`config.mk`:
```
export PLATFORM = sky130hd
export DESIGN_NAME = load_store_unit
export DESIGN_NICKNAME = d
export VERILOG_FILES = /design/src/rtl/load_store_unit_pkg.sv /design/src/rtl/load_store_unit_align.sv /design/src/rtl/load_store_unit.sv
export SDC_FILE = /design/constraint.sdc
export NUM_CORES = 1
export LEC_CHECK = 0
export CORE_ASPECT_RATIO = 1.5
export CORE_MARGIN = 3
export CORE_UTILIZATION = 46
export DETAILED_ROUTE_END_ITERATION = 8
export PLACE_DENSITY = 0.81
export SLEW_MARGIN = 20
export SYNTH_ARGS = -nofsm -noshare
export SYNTH_HDL_FRONTEND = slang
export SYNTH_HIERARCHICAL = 1
export SYNTH_SLANG_ARGS = --single-unit
export TNS_END_PERCENT = 50
```
`constraint.sdc`:
```
create_clock -name clk -period 1.89 [get_ports clk]
set_input_delay 0.567 -clock clk [delete_from_list [all_inputs] [get_ports clk]]
set_output_delay 0.567 -clock clk [all_outputs]
set_load 0.01 [all_outputs]
```
`src/rtl/load_store_unit_pkg.sv`:
```
// Shared types for the load/store unit: operation, size, signedness and FSM
// state enums, plus helpers for store lane placement and alignment checks.
package load_store_unit_pkg;

  typedef logic signed [31:0] int32_t;

  typedef enum logic {UNSIGNED = 1'b0, SIGNED = 1'b1} signedness_t;

  typedef enum logic {MEM_LOAD = 1'b0, MEM_STORE = 1'b1} mem_op_t;

  typedef enum logic [1:0] {SIZE_BYTE = 2'd0, SIZE_HALF = 2'd1, SIZE_WORD = 2'd2} mem_size_t;

  typedef enum logic [1:0] {IDLE = 2'd0, REQ = 2'd1, DONE = 2'd2} lsu_state_t;

  function automatic logic is_misaligned(input mem_size_t size, input logic [1:0] offset);
    case (size)
      SIZE_HALF: return offset[0];
      SIZE_WORD: return offset != 2'b00;
      default:   return 1'b0;
    endcase
  endfunction

  function automatic logic [3:0] byte_enable(input mem_size_t size, input logic [1:0] offset);
    case (size)
      SIZE_BYTE: return 4'b0001 << offset;
      SIZE_HALF: return offset[1] ? 4'b1100 : 4'b0011;
      default:   return 4'b1111;
    endcase
  endfunction

  // Sub-word stores are copied into every lane so the bus only needs byte enables.
  function automatic logic [31:0] replicate(input mem_size_t size, input logic [31:0] data);
    case (size)
      SIZE_BYTE: return {4{data[7:0]}};
      SIZE_HALF: return {2{data[15:0]}};
      default:   return data;
    endcase
  endfunction

endpackage

```
`src/rtl/load_store_unit_align.sv`:
```
// Load lane selection: picks the byte/half addressed by the offset out of the
// bus word and sign- or zero-extends it to 32 bits.
module load_align
  import load_store_unit_pkg::*;
(
  input  logic [31:0]  mem_rdata,
  input  logic [1:0]   offset,
  input  mem_size_t    size,
  input  signedness_t  signedness,
  output int32_t       load_data
);

  logic [7:0]  byte_lane;
  logic [15:0] half_lane;
  logic        ext_bit;

  always_comb begin
    byte_lane = 8'(mem_rdata >> {offset, 3'b000});
    half_lane = offset[1] ? mem_rdata[31:16] : mem_rdata[15:0];
    ext_bit   = 1'b0;
    load_data = mem_rdata;
    case (size)
      SIZE_BYTE: begin
        ext_bit   = (signedness == SIGNED) & byte_lane[7];
        load_data = {{24{ext_bit}}, byte_lane};
      end
      SIZE_HALF: begin
        ext_bit   = (signedness == SIGNED) & half_lane[15];
        load_data = {{16{ext_bit}}, half_lane};
      end
      default: load_data = mem_rdata;
    endcase
  end

endmodule

```
`src/rtl/load_store_unit.sv`:
```
// Single-access load/store unit: registers a request, drives one bus strobe
// until accepted or timed out, then pulses done with an optional fault.
module load_store_unit
  import load_store_unit_pkg::*;
#(
  parameter int TIMEOUT_CYCLES = 16
) (
  input  logic         clk,
  input  logic         rst_n,
  input  logic         start,
  input  mem_op_t      op,
  input  mem_size_t    size,
  input  signedness_t  signedness,
  input  int32_t       addr,
  input  int32_t       store_data,
  output logic         ready,
  output logic         done,
  output logic         fault,
  output int32_t       load_data,
  output logic [31:0]  mem_addr,
  output logic         mem_read,
  output logic         mem_write,
  output logic [31:0]  mem_wdata,
  output logic [3:0]   mem_byteen,
  input  logic [31:0]  mem_rdata,
  input  logic         mem_wait
);

  localparam int CNT_W = $clog2(TIMEOUT_CYCLES + 1);

  lsu_state_t  state, next_state;
  mem_op_t     op_q;
  mem_size_t   size_q;
  signedness_t sign_q;
  logic [31:0] addr_q;
  logic [31:0] wdata_q;
  logic [3:0]  byteen_q;
  logic [CNT_W-1:0] stall_cnt;
  logic        fault_q;
  int32_t      load_q;
  int32_t      aligned;
  logic        misaligned;
  logic        stall_limit;

  assign misaligned  = is_misaligned(size, addr[1:0]);
  assign stall_limit = (stall_cnt == CNT_W'(TIMEOUT_CYCLES - 1));

  load_align u_load_align (
    .mem_rdata  (mem_rdata),
    .offset     (addr_q[1:0]),
    .size       (size_q),
    .signedness (sign_q),
    .load_data  (aligned)
  );

  always_ff @(posedge clk or negedge rst_n) begin
    if (!rst_n) state <= IDLE;
    else        state <= next_state;
  end

  always_comb begin
    next_state = state;
    case (state)
      IDLE: if (start) next_state = misaligned ? DONE : REQ;
      REQ:  if (!mem_wait || stall_limit) next_state = DONE;
      DONE: next_state = IDLE;
      default: next_state = IDLE;
    endcase
  end

  // Store lanes are computed at capture so the bus side sees only registered values.
  always_ff @(posedge clk or negedge rst_n) begin
    if (!rst_n) begin
      op_q      <= MEM_LOAD;
      size_q    <= SIZE_BYTE;
      sign_q    <= UNSIGNED;
      addr_q    <= '0;
      wdata_q   <= '0;
      byteen_q  <= '0;
      stall_cnt <= '0;
      fault_q   <= 1'b0;
      load_q    <= '0;
    end else begin
      case (state)
        IDLE: if (start) begin
          op_q      <= op;
          size_q    <= size;
          sign_q    <= signedness;
          addr_q    <= addr;
          wdata_q   <= replicate(size, store_data);
          byteen_q  <= byte_enable(size, addr[1:0]);
          stall_cnt <= '0;
          fault_q   <= misaligned;
          load_q    <= '0;
        end
        REQ: begin
          if (!mem_wait) begin
            fault_q <= 1'b0;
            load_q  <= (op_q == MEM_LOAD) ? aligned : '0;
          end else begin
            stall_cnt <= stall_cnt + 1'b1;
            if (stall_limit) begin
              fault_q <= 1'b1;
              load_q  <= '0;
            end
          end
        end
        default: ;
      endcase
    end
  end

  always_comb begin
    ready      = (state == IDLE);
    done       = (state == DONE);
    fault      = done & fault_q;
    load_data  = done ? load_q : '0;
    mem_read   = (state == REQ) && (op_q == MEM_LOAD);
    mem_write  = (state == REQ) && (op_q == MEM_STORE);
    mem_byteen = (state == REQ) ? byteen_q : 4'b0000;
    mem_addr   = {addr_q[31:2], 2'b00};
    mem_wdata  = wdata_q;
  end

endmodule

```
== Yosys cells after proc, flatten, opt, wreduce, memory -nomap -nowiden ==
Cells that the tools add are included.

* Output and inout port bits: 105
* Logic and storage cells: 64
* Register bits: 112

* Bitwise operators: 4
* Multiplexer cells: 24
* Reductions and logical operators: 13
* Add/subtract/negate cells: 1
* Shifts and indexed selects: 2
* Eq/ne operators: 10

{| class="wikitable"
|+ Operator list
! cell !! count
|-
| 32-bit one-hot mux with 2 select lines || 3
|-
| 32-bit two-way mux || 5
|-
| 32-bit by 5-bit >> shifter with 8-bit output || 1
|-
| 16-bit two-way mux || 1
|-
| 5-bit two-way mux || 2
|-
| 5-bit one-hot mux with 2 select lines || 1
|-
| 4-bit two-way mux || 2
|-
| 4-bit one-hot mux with 2 select lines || 1
|-
| 2-bit by 1-bit == test with 1-bit output, second input constant || 3
|-
| 2-bit logical NOT || 3
|-
| 2-bit two-way mux || 3
|-
| 2-bit inequality test, second input constant || 3
|-
| 3-bit AND reduction || 2
|-
| 5-bit by 1-bit adder with 5-bit output, second input constant || 1
|-
| 5-bit by 4-bit == test with 1-bit output, second input constant || 1
|-
| 2-bit == test, second input constant || 2
|-
| 1-bit one-hot mux with 2 select lines || 2
|-
| 2-bit one-hot mux with 2 select lines || 1
|-
| 2-bit AND reduction || 2
|-
| 2-bit nonzero test || 2
|-
| 1-bit by 2-bit left shift with 4-bit output, first input constant || 1
|-
| 1-bit AND || 3
|-
| 1-bit two-way mux || 3
|-
| 3-bit inequality test, second input constant || 1
|-
| other kinds (4) || 5
|}

== Longest topological paths before layout ==
Gate-level depths: netlist of the first run.

* Depth in word-level cells: 6
* Gate-level depth with buffers: 8

== Hierarchy ==
Netlist of the first run, hierarchy kept.

{| class="wikitable"
|+ By module, submodules not included
! module !! cells an instance !! instances !! seq. area each (µm²) !! area each (µm²)
|-
| load_store_unit || 434 || 1 || 2,802.7 || 5,117.4
|-
| load_align || 123 || 1 || 0.0 || 848.3
|}

== Least setup slack after synthesis of the first run ==
No wires, ideal clock.

* Path type: reg2out
* Start: register state[1]
* End: output port load_data[22]
* Path buffers: 2
* Arrival: 1,193 ps
* Stages on the path, launching flop included: 5
* Required time: 1,323 ps
* Path slack: 130 ps
* Cells stage by stage: dfrtp_1 -> buf_6 -> nor2b_1 -> clkbuf_1 -> and2_1

* Longest elaborated chain between the ends: 2

{| class="wikitable"
|+ RTL lines
! element !! RTL line !! text
|-
| start: declaration || load_store_unit.sv:31 || <nowiki>lsu_state_t state, next_state;</nowiki>
|-
| start signal: assignment || load_store_unit.sv:58 || <nowiki>else state <= next_state;</nowiki>
|-
| 2-bit == test || load_store_unit.sv:115 || <nowiki>done = (state == DONE);</nowiki>
|-
| net done || load_store_unit.sv:17 || <nowiki>output logic done,</nowiki>
|-
| 32-bit two-way mux || load_store_unit.sv:117 || <nowiki>load_data = done ? load_q : '0;</nowiki>
|-
| end: declaration || load_store_unit.sv:19 || <nowiki>output int32_t load_data,</nowiki>
|}

The timed path passes the listed nets, and every way through them passes these cells.

== Worst setup path in the final report of the first run ==
* Start: register state[0]
* End: output port load_data[14]

* Longest elaborated chain between the ends: 2

{| class="wikitable"
|+ RTL lines
! element !! RTL line
|-
| 2-bit == test || load_store_unit.sv:115
|-
| 32-bit two-way mux || load_store_unit.sv:117
|}

Every way passes these cells.

==> metrics.yaml, run 1 <==
layout:
  syn_to_final_growth_pct: 45.09
  regArea_um2: 2803
  drive_gt1_frac: 0.2336
  num_antenna_cells: 0
  multiInputGateArea_um2: 2748
  nNetsFinal: 854
  n_fill_cell: 917
timing:
  final-setup-viol-count: 39
  fin_tns_setup_ps: -2830
  worstMarginPinSlew_ps: 605.4
  max_slew_margin: 0.5946
  skew_ps: 12.40
  hold_violations: 0
  grt_setup_unrepaired: "true"
  maxSlewViolCount: 0
  post-route-period-util: 1.055
  fmax_mhz: 501.7
  fin_ws_ps: -103.1
  period_minus_slack_ps: 1993
setup_path:
  cp_num_buf_inv: 3
  worstPathArrival_ps: 1430
  crit_path_end: "load_data[14]"
  r2r_cells: 5
  timing.rr.end: "addr_q[8]$_DFFE_PN0P_"
  crit_path_start_kind: "flip-flop"
  critPathTopFamily: "flip-flops"
  cp-end-kind: "primary output"
  critPathLaunch: "state[0]$_DFFE_PN0P_"
  critPathMaxStageDelay_ps: 410
  required_ps: 1320
  crit_top_cell: "buf_6"
  crit_chain: "nor2b_4 -> buf_6 -> clkbuf_16 -> and2_4 -> buf_6"
  crit_cells: 5
  criticalPathCategory: "flip-flop to primary output"
  crit_slowest_cell: "dfrtp_1"
  rrSetupSlack_ps: 110
  r2r_start: "state[0]$_DFFE_PN0P_"
  crit_fanout: 4
power:
  p_clk_frac: 0.138
  switching_share: 0.3639
  powerDensity_nw_per_um2: 1450
  ir_worst_vdd_mv: 0.7375
  leakagePower_nw: 3.799
  combPwrFrac: 0.535
  p_switching_mw: 4.567
  internal-power_mw: 7.982
  p_seq_frac: 0.327
floorplanning:
  design.die.area_um2: 14400
  coreArea_um2: 12570
  die_height_um: 145.5
  die_x_um: 98.99
  ios: 209
  placementRows: 50
  start_util: 0.4744
placed_design:
  io_buffer_count: 206
  place_congestion: 0.9124
  place_hpwl_um: 12190
  pre_cts_ws_ps: -359.3
yosys:
  ys_types: 47
  synth_edf_count: 0
  synthArstFlopShare: 1.000
  synth_area_um2: 5966
  synth_ff_type: "dfrtp_1"
  synth.top_cell.area_share: 0.4698
  synth.avg_cell_area_um2: 10.71
  synth_area_leader_cell: "dfrtp_1"
  ys_top_cells_by_area: "dfrtp_1 47%, a21oi_1 5.4%, a22o_1 5.3%"
  synth_warnings: 6
  synth_cells: 557
  ys_ff_latch: 112
  ys_seq_area_frac: 0.4698
drt:
  dr.pass1.iters: 5
  drt-initial-drc-count: 267
  post-route-drc-count: 0
  drt-total-wl_um: 17120
  wl_per_cell_um: 18.92
  routed-via-count: 5102
  antenna_left: 0
  viasPerCell: 5.638
clock_tree:
  ctsHoldBuffers: 0
  cts_tree: "done"
  clk_latency_ps: 340
  cts.reportedPaths.clkPinSlew_ps: 70
  cts.htree.levels: 3
  cts-root-buf: "clkbuf_16"
  clock_path_buffers: 2
  cts-buffers-inserted: 9
  cts.sinks: 112
global_routing:
  first_global_vias: 5346
  antenna_found_initial: 0
  grt_max_degree: 69
  grt_overflow_total: 0
  grt_pass1_wl_um: 27230
  track_usage: 0.2330
run_status:
  status: "complete, but fails checks"
  violations: "setup timing"
job:
  maxCapViolCount: 0
min_path:
  holdCritPathClass: "input port to async pin"
-- stage by stage --
stage	hold slack, ps	utilization	instances	cell area, um^2	power (mW)
after floorplan	271.4	-	558	5969	7.907
after global placement	468.7	0.6481	884	8149	10.24
after detailed placement	474.7	0.6481	884	8149	10.43
after CTS	232.5	0.6708	904	8436	12.42
after global routing	239.8	0.6884	905	8656	13.30
final	219.2	0.6884	905	8656	12.55
-- flip-flops by register name, indices dropped and copies added, names as in the netlist --
signal	flops
addr_q	32
load_q	32
mem_wdata	32
stall_cnt	5
byteen_q	4
size_q	2
state	2
fault_q	1
op_q	1
sign_q	1
-- layout by cell type, fill, tap and decap left out, types with 10 or more instances in the layout --
master | synthesis | routed
a21oi_1 | 64 | 64
mux2_1 | 20 | 20
mux2i_1 | 23 | 23
a31oi_1 | 10 | 10
mux2_2 | 24 | 24
buf_4 | 37 | 29
and2_1 | 39 | 10
nor2b_1 | 21 | 18
nor2_1 | 31 | 30
a22o_1 | 36 | 36
buf_2 | 16 | 12
dfrtp_1 | 112 | 112
clkbuf_16 | 0 | 10
nand2_1 | 19 | 19
a22oi_1 | 16 | 16
buf_6 | 8 | 34
and2_4 | 0 | 29
clkdlybuf4s50_1 | 0 | 160
-- cell type report --
class	count	share of cell area
Clock buffer	11	0.02689
Clock inverter	4	0.003758
Timing Repair Buffer	253	0.3017
Inverter	9	0.003903
Tap cell	156	0.02255
Multi-Input combinational cell	360	0.3174
Sequential cell	112	0.3238
-- power by group through the flow --
stage	logic, mW	registers (mW)	clock network [mW]
finish	6.72	4.10	1.73
global route	7.17	4.23	1.89
CTS	6.56	4.08	1.78
detailed placement	6.34	4.09	0
global placement	6.19	4.05	0
floorplan	3.84	4.07	0
-- cells in the mapped netlist, types with 7 or more instances --
| master | instances |
|---|---|
| clkbuf_1 | 15 |
| nor2b_1 | 21 |
| mux2_1 | 20 |
| buf_6 | 8 |
| nor2_1 | 31 |
| a22o_1 | 36 |
| dfrtp_1 | 112 |
| a22oi_1 | 16 |
| o22a_1 | 7 |
| and2_1 | 39 |
| mux2i_1 | 23 |
| nand2_1 | 19 |
| buf_2 | 16 |
| mux2_2 | 24 |
| buf_4 | 37 |
| a21oi_1 | 64 |
| a31oi_1 | 10 |
| inv_1 | 8 |
-- what timing repair did --
item                                    in CTS  in global routing
setup buffers                                3                  0
gates resized for setup                    201                 50
endpoints found under the setup margin      43                 69
gates cloned                                 3                  1
pin swaps                                   12                 11
-- per-layer routing --
metal	up-vias	global-route usage	part of all wire
met2	270	0.4135	0.52
met1	2474	0.2694	0.35
met4	0	0.07382	0.033
met5	-	0	0
li1	2319	-	-
met3	39	0.06331	0.089
-- logic make-up after synthesis --
kind of cell / synth area share
and+or+nand+nor: 0.1145
other: 0.0006286
adders and majority gates: 0.01049
DFF: 0.4698
muxes: 0.1267
buffers and inverters: 0.09081
AOI/OAI and AO/OA: 0.1871
-- worst min-delay path by stage --
stage	slack [ps]	start	cells past startpoint	endpoint
global placement	470	mem_wdata[0]$_DFFE_PN0P_	1	mem_wdata[0]$_DFFE_PN0P_
global route	240	rst_n	2	load_q[5]$_DFFE_PN0P_
detailed placement	470	mem_wdata[2]$_DFFE_PN0P_	1	mem_wdata[2]$_DFFE_PN0P_
floorplan	270	rst_n	0	addr_q[0]$_DFFE_PN0P_
CTS	230	rst_n	2	load_q[5]$_DFFE_PN0P_
finish	220	rst_n	2	load_q[5]$_DFFE_PN0P_
No activity file was read; power rests on OpenSTA's default activity.
==> run 2, diff against run 1 <==
--- a/config.mk
+++ b/config.mk
@@ -8,7 +8,10 @@
 export CORE_ASPECT_RATIO = 1.5
 export CORE_MARGIN = 3
 export CORE_UTILIZATION = 46
+export CTS_CLUSTER_DIAMETER = 200
 export DETAILED_ROUTE_END_ITERATION = 8
+export GPL_TIMING_DRIVEN = 1
+export MAX_ROUTING_LAYER = met4
 export PLACE_DENSITY = 0.81
 export SLEW_MARGIN = 20
 export SYNTH_ARGS = -nofsm -noshare
==> metrics.yaml, run 2 (same netlist as run 1, synthesis figures left out) <==
timing:
  hold_violations: 0  # unchanged
  max_slew_margin: 0.5965  # was 0.5946
  skew_ps: 9.744  # was 12.40 ps
  post-route-period-util: 1.057  # was 1.055
  fmax_mhz: 500.6  # was 501.7 MHz
  period_minus_slack_ps: 1998  # was 1993 ps
  worstMarginPinSlew_ps: 602.5  # was 605.4 ps
  maxSlewViolCount: 0  # unchanged
  grt_setup_unrepaired: "true"  # unchanged
  fin_ws_ps: -107.6  # was -103.1 ps
  final-setup-viol-count: 40  # was 39
  hold_ws_ps: 216.4  # was 219.2 ps
run_status:
  status: "complete, but fails checks"  # unchanged
  violations: "setup timing"  # unchanged
clock_tree:
  cts.htree.levels: 3  # unchanged
  cts-buffers-inserted: 9  # unchanged
  cts_tree: "done"  # unchanged
  clk_latency_ps: 340  # about the same
  cts.reportedPaths.clkPinSlew_ps: 70  # about the same
  clock_path_buffers: 2  # unchanged
  cts.sinks: 112  # unchanged
  ctsHoldBuffers: 0  # unchanged
  cts-root-buf: "clkbuf_16"  # unchanged
min_path:
  holdCritPathClass: "input port to async pin"  # unchanged
setup_path:
  r2r_cells: 5  # unchanged
  crit_fanout: 4  # unchanged
  critPathMaxStageDelay_ps: 410  # about the same
  worstPathArrival_ps: 1430  # about the same
  critPathTopFamily: "flip-flops"  # unchanged
  criticalPathCategory: "flip-flop to primary output"  # unchanged
  rrSetupSlack_ps: 110  # about the same
  crit_cells: 5  # unchanged
  required_ps: 1320  # about the same
  cp_num_buf_inv: 3  # unchanged
  crit_slowest_cell: "dfrtp_1"  # unchanged
  crit_path_start_kind: "flip-flop"  # unchanged
  cp-end-kind: "primary output"  # unchanged
  crit_chain: "nor2b_4 -> buf_6 -> clkbuf_16 -> and2_4 -> buf_6"  # unchanged
  crit_top_cell: "buf_6"  # unchanged
placed_design:
  place_congestion: 0.9282  # was 0.9124
  pre_cts_ws_ps: -359.3  # unchanged
  placed_area_um2: 8149  # unchanged
  place_hpwl_um: 12190  # unchanged
  io_buffer_count: 206  # unchanged
floorplanning:
  die_height_um: 145.5  # unchanged
  die_x_um: 98.99  # unchanged
  start_util: 0.4744  # unchanged
  design.die.area_um2: 14400  # unchanged
  placementRows: 50  # unchanged
  ios: 209  # unchanged
  coreArea_um2: 12570  # unchanged
layout:
  final_cell_area_um2: 8647  # was 8656 um^2
  num_antenna_cells: 0  # unchanged
  syn_to_final_growth_pct: 44.95  # was 45.09%
  drive_gt1_frac: 0.2336  # unchanged
  layout_commonest_cell: "clkdlybuf4s50_1"  # unchanged
  nNetsFinal: 854  # unchanged
  layout_common_cells: "160 x clkdlybuf4s50_1, 112 x dfrtp_1, 64 x a21oi_1"  # unchanged
power:
  powerDensity_nw_per_um2: 1453  # was 1450 nW/um^2
  internal-power_mw: 7.977  # was 7.982 mW
  p_switching_mw: 4.587  # was 4.567 mW
  p_clk_frac: 0.138  # about the same
  switching_share: 0.3651  # was 0.3639
  leakagePower_nw: 3.794  # was 3.799 nW
  p_seq_frac: 0.327  # about the same
  power_mw: 12.56  # was 12.55 mW
  ir_worst_vdd_mv: 0.7504  # was 0.7375 mV
  combPwrFrac: 0.535  # about the same
drt:
  routed-via-count: 5133  # was 5102
  wl_per_cell_um: 19.00  # was 18.92 um
  viasPerCell: 5.672  # was 5.638
  antenna_left: 0  # unchanged
  dr.pass1.iters: 7  # was 5
  post-route-drc-count: 0  # unchanged
  drt-initial-drc-count: 262  # was 267
  drt-total-wl_um: 17200  # was 17120 um
job:
  maxCapViolCount: 0  # unchanged
global_routing:
  first_global_vias: 5361  # was 5346
  grt_max_degree: 69  # unchanged
  track_usage: 0.2401  # was 0.2330
  antenna_found_initial: 0  # unchanged
  grt_overflow_total: 0  # unchanged
  grt_pass1_wl_um: 27210  # was 27230 um
[run 2: cell count changes in the layout (fill, tap and decap cells not counted)]
| cell | delta |
|---|---|
| buf_4 | +1 |
| buf_6 | -1 |
| nand2b_2 | +1 |
| nand2b_4 | -1 |
[run 2: power groups by stage]
stage               logic, mW  clock network, mW  registers, mW
floorplan                3.84                  0           4.07
global placement         6.19                  0           4.05
detailed placement       6.34                  0           4.09
CTS                      6.56               1.78           4.08
global route             7.16               1.89           4.23
finish                   6.72               1.73           4.10
[run 2: final cells by class]
type / instances / area, um^2
clock buffers: 11 / 232.7
clock inverters: 4 / 32.53
fillers: 918 / 3928
inverters: 9 / 33.78
multi-input cells: 360 / 2743
flip-flops and latches: 112 / 2803
well taps: 156 / 195.2
repair buffers: 253 / 2608
[run 2: routing by layer]
metal,wire length (um),global-route usage,share of wire
met1,6429,0.2812,0.37
met2,9002,0.4125,0.52
met3,1222,0.04748,0.071
met4,544,0.07382,0.032
met5,0,-,0
[run 2: metrics by stage]
step             util  TNS (ps)  std cells
2_1_floorplan       -         0        558
3_3_place_gp   0.6481    -26300        884
3_5_place_dp   0.6481    -30750        884
4_1_cts        0.6708     -3358        904
5_1_grt        0.6877     -4929        905
6_report       0.6877     -2786        905
[run 2: worst paths after layout]
| check | start | end |
|---|---|---|
| max | state[0]$_DFFE_PN0P_ | load_data[14] |
| min | rst_n | load_q[5]$_DFFE_PN0P_ |
| max reg2reg | state[0]$_DFFE_PN0P_ | addr_q[8]$_DFFE_PN0P_ |
| min reg2reg | mem_wdata[2]$_DFFE_PN0P_ | mem_wdata[2]$_DFFE_PN0P_ |
| max in group asynchronous | rst_n | mem_wdata[10]$_DFFE_PN0P_ |
| min in group clk | mem_wdata[2]$_DFFE_PN0P_ | mem_wdata[2]$_DFFE_PN0P_ |
[run 2: what timing repair did]
action / 4_1_cts / 5_1_grt
resized for setup: 201 / 48
gates cloned: 3 / 1
endpoints found under the setup margin: 43 / 69
setup buffers: 3 / 0
pin swaps: 12 / 11
==> run 3, diff against run 2 <==
--- a/config.mk
+++ b/config.mk
@@ -12,7 +12,7 @@
 export DETAILED_ROUTE_END_ITERATION = 8
 export GPL_TIMING_DRIVEN = 1
 export MAX_ROUTING_LAYER = met4
-export PLACE_DENSITY = 0.81
+export PLACE_DENSITY = 0.8
 export SLEW_MARGIN = 20
 export SYNTH_ARGS = -nofsm -noshare
 export SYNTH_HDL_FRONTEND = slang
==> metrics.yaml, run 3 (same netlist as run 1, synthesis figures left out) <==
run_status:
  status: "complete, but fails checks"  # unchanged
  violations: "setup timing"  # unchanged
global_routing:
  grt_max_degree: 54  # was 69
  antenna_found_initial: 0  # unchanged
  grt_pass1_wl_um: 27540  # was 27210 um
  grt_overflow_total: 0  # unchanged
  track_usage: 0.2442  # was 0.2401
  first_global_vias: 5427  # was 5361
drt:
  viasPerCell: 5.596  # was 5.672
  antenna_left: 0  # unchanged
  post-route-drc-count: 0  # unchanged
  routed-via-count: 5109  # was 5133
  drt-initial-drc-count: 266  # was 262
  wl_per_cell_um: 18.96  # was 19.00 um
  drt-total-wl_um: 17310  # was 17200 um
  dr.pass1.iters: 4  # was 7
power:
  internal-power_mw: 8.156  # was 7.977 mW
  leakagePower_nw: 3.782  # was 3.794 nW
  powerDensity_nw_per_um2: 1490  # was 1453 nW/um^2
  p_clk_frac: 0.161  # was 0.138
  ir_worst_vdd_mv: 0.7642  # was 0.7504 mV
  p_switching_mw: 4.558  # was 4.587 mW
  switching_share: 0.3585  # was 0.3651
  p_seq_frac: 0.320  # was 0.327
  combPwrFrac: 0.519  # was 0.535
setup_path:
  critPathMaxStageDelay_ps: 410  # about the same
  worstPathArrival_ps: 1460  # was 1430 ps
  critPathTopFamily: "buffers and inverters"  # was flip-flops
  r2r_cells: 7  # was 5
  rrSetupSlack_ps: 110  # about the same
  criticalPathCategory: "flip-flop to primary output"  # unchanged
  required_ps: 1320  # about the same
  crit_top_cell: "buf_6"  # unchanged
  crit_slowest_cell: "dfrtp_1"  # unchanged
  r2r_start: "stall_cnt[0]$_DFFE_PN0P_"  # was state[0]$_DFFE_PN0P_
  crit_fanout: 5  # was 4
  crit_path_start_kind: "flip-flop"  # unchanged
  cp-end-kind: "primary output"  # unchanged
  crit_cells: 6  # was 5
  crit_chain: "nor2b_4 -> buf_6 -> buf_6 -> buf_6 -> and2_4 -> buf_6"  # was nor2b_4 -> buf_6 -> clkbuf_16 -> and2_4 -> buf_6
  cp_num_buf_inv: 4  # was 3
  critPathLaunch: "state[0]$_DFFE_PN0P_"  # unchanged
timing:
  hold_ws_ps: 98.54  # was 216.4 ps
  skew_ps: 8.513  # was 9.744 ps
  fin_ws_ps: -139.2  # was -107.6 ps
  hold_violations: 0  # unchanged
  post-route-period-util: 1.074  # was 1.057
  fin_tns_setup_ps: -3529  # was -2786 ps
  period_minus_slack_ps: 2029  # was 1998 ps
  grt_setup_unrepaired: "true"  # unchanged
  final-setup-viol-count: 40  # unchanged
  fmax_mhz: 492.8  # was 500.6 MHz
  maxSlewViolCount: 0  # unchanged
clock_tree:
  cts.sinks: 112  # unchanged
  cts.reportedPaths.clkPinSlew_ps: 70  # about the same
  cts-buffers-inserted: 9  # unchanged
  cts.htree.levels: 3  # unchanged
  clock_path_buffers: 2  # unchanged
  ctsHoldBuffers: 0  # unchanged
  clk_latency_ps: 340  # about the same
  cts-root-buf: "clkbuf_16"  # unchanged
  cts_tree: "done"  # unchanged
floorplanning:
  design.die.area_um2: 14400  # unchanged
  die_height_um: 145.5  # unchanged
  placementRows: 50  # unchanged
  start_util: 0.4744  # unchanged
  die_x_um: 98.99  # unchanged
  coreArea_um2: 12570  # unchanged
  ios: 209  # unchanged
placed_design:
  io_buffer_count: 206  # unchanged
  pre_cts_ws_ps: -292.4  # was -359.3 ps
  dp_cells: 890  # was 884
  place_congestion: 0.9568  # was 0.9282
  place_hpwl_um: 12810  # was 12190 um
  placed_area_um2: 8175  # was 8149 um^2
layout:
  layout_common_cells: "164 x clkdlybuf4s50_1, 112 x dfrtp_1, 64 x a21oi_1"  # was 160 x clkdlybuf4s50_1, 112 x dfrtp_1, 64 x a21oi_1
  final_cell_area_um2: 8534  # was 8647 um^2
  layout_commonest_cell: "clkdlybuf4s50_1"  # unchanged
  num_antenna_cells: 0  # unchanged
  finalNonFillerCells: 913  # was 905
  drive_gt1_frac: 0.2219  # was 0.2336
  syn_to_final_growth_pct: 43.06  # was 44.95%
  nNetsFinal: 861  # was 854
min_path:
  holdCritPathClass: "input port to async pin"  # unchanged
job:
  maxCapViolCount: 0  # unchanged
==> run 3: final timing paths <==
| path | endpoint |
|---|---|
| hold / removal | load_q[4]$_DFFE_PN0P_ |
| min in group clk | addr_q[27]$_DFFE_PN0P_ |
| max in group asynchronous | mem_wdata[13]$_DFFE_PN0P_ |
| hold reg to reg | addr_q[27]$_DFFE_PN0P_ |
| setup reg to reg | load_q[28]$_DFFE_PN0P_ |
| setup / recovery | load_data[11] |
==> run 3: what timing repair did <==
action | CTS | global route
gates resized for setup | 198 | 15
gates cloned | 1 | 0
endpoints found under the setup margin | 41 | 60
pin swaps | 10 | 3
hold endpoints to repair | 0 | 0
setup buffers | 6 | 1
==> run 3: per-layer routing <==
metal / wire (um) / up-vias / share of wire / global-route usage
met3: 1299 / 39 / 0.075 / 0.05132
met2: 9215 / 246 / 0.53 / 0.4192
li1: - / 2329 / - / -
met1: 6186 / 2495 / 0.36 / 0.2765
met5: 0 / - / 0 / -
met4: 610 / 0 / 0.035 / 0.09296
==> run 3: cell type report <==
cell class                      instances  area [um^2]
Clock inverter                          6        91.34
Clock buffer                           10        229.0
Inverter                                9        33.78
Fill cell                             959         4040
Sequential cell                       112         2803
Timing Repair Buffer                  260         2477
Multi-Input combinational cell        360         2705
Tap cell                              156        195.2
==> run 3: per-stage QoR <==
stage / utilization / power [mW]
finish: 0.6787 / 12.71
global placement: 0.6501 / 10.25
detailed placement: 0.6501 / 10.44
CTS: 0.6741 / 12.72
floorplan: - / 7.907
global route: 0.6787 / 13.46
==> run 3: power groups by stage <==
stage | sequential (mW) | clock [mW] | combinational (mW)
after CTS | 4.07 | 2.10 | 6.55
after global placement | 4.02 | 0 | 6.23
after floorplan | 4.07 | 0 | 3.84
after global routing | 4.20 | 2.18 | 7.07
final | 4.07 | 2.05 | 6.60
after detailed placement | 4.08 | 0 | 6.35
==> run 3: worst reg2reg max path: cells and delay by family, from the launching register on <==
family                   cells  cell delay, ps
buffers and inverters        2             300
AND/OR/NAND/NOR              1             200
flip-flops                   1             440
AO/OA/AOI/OAI                2             360
adder cells (fa/ha/maj)      2             420
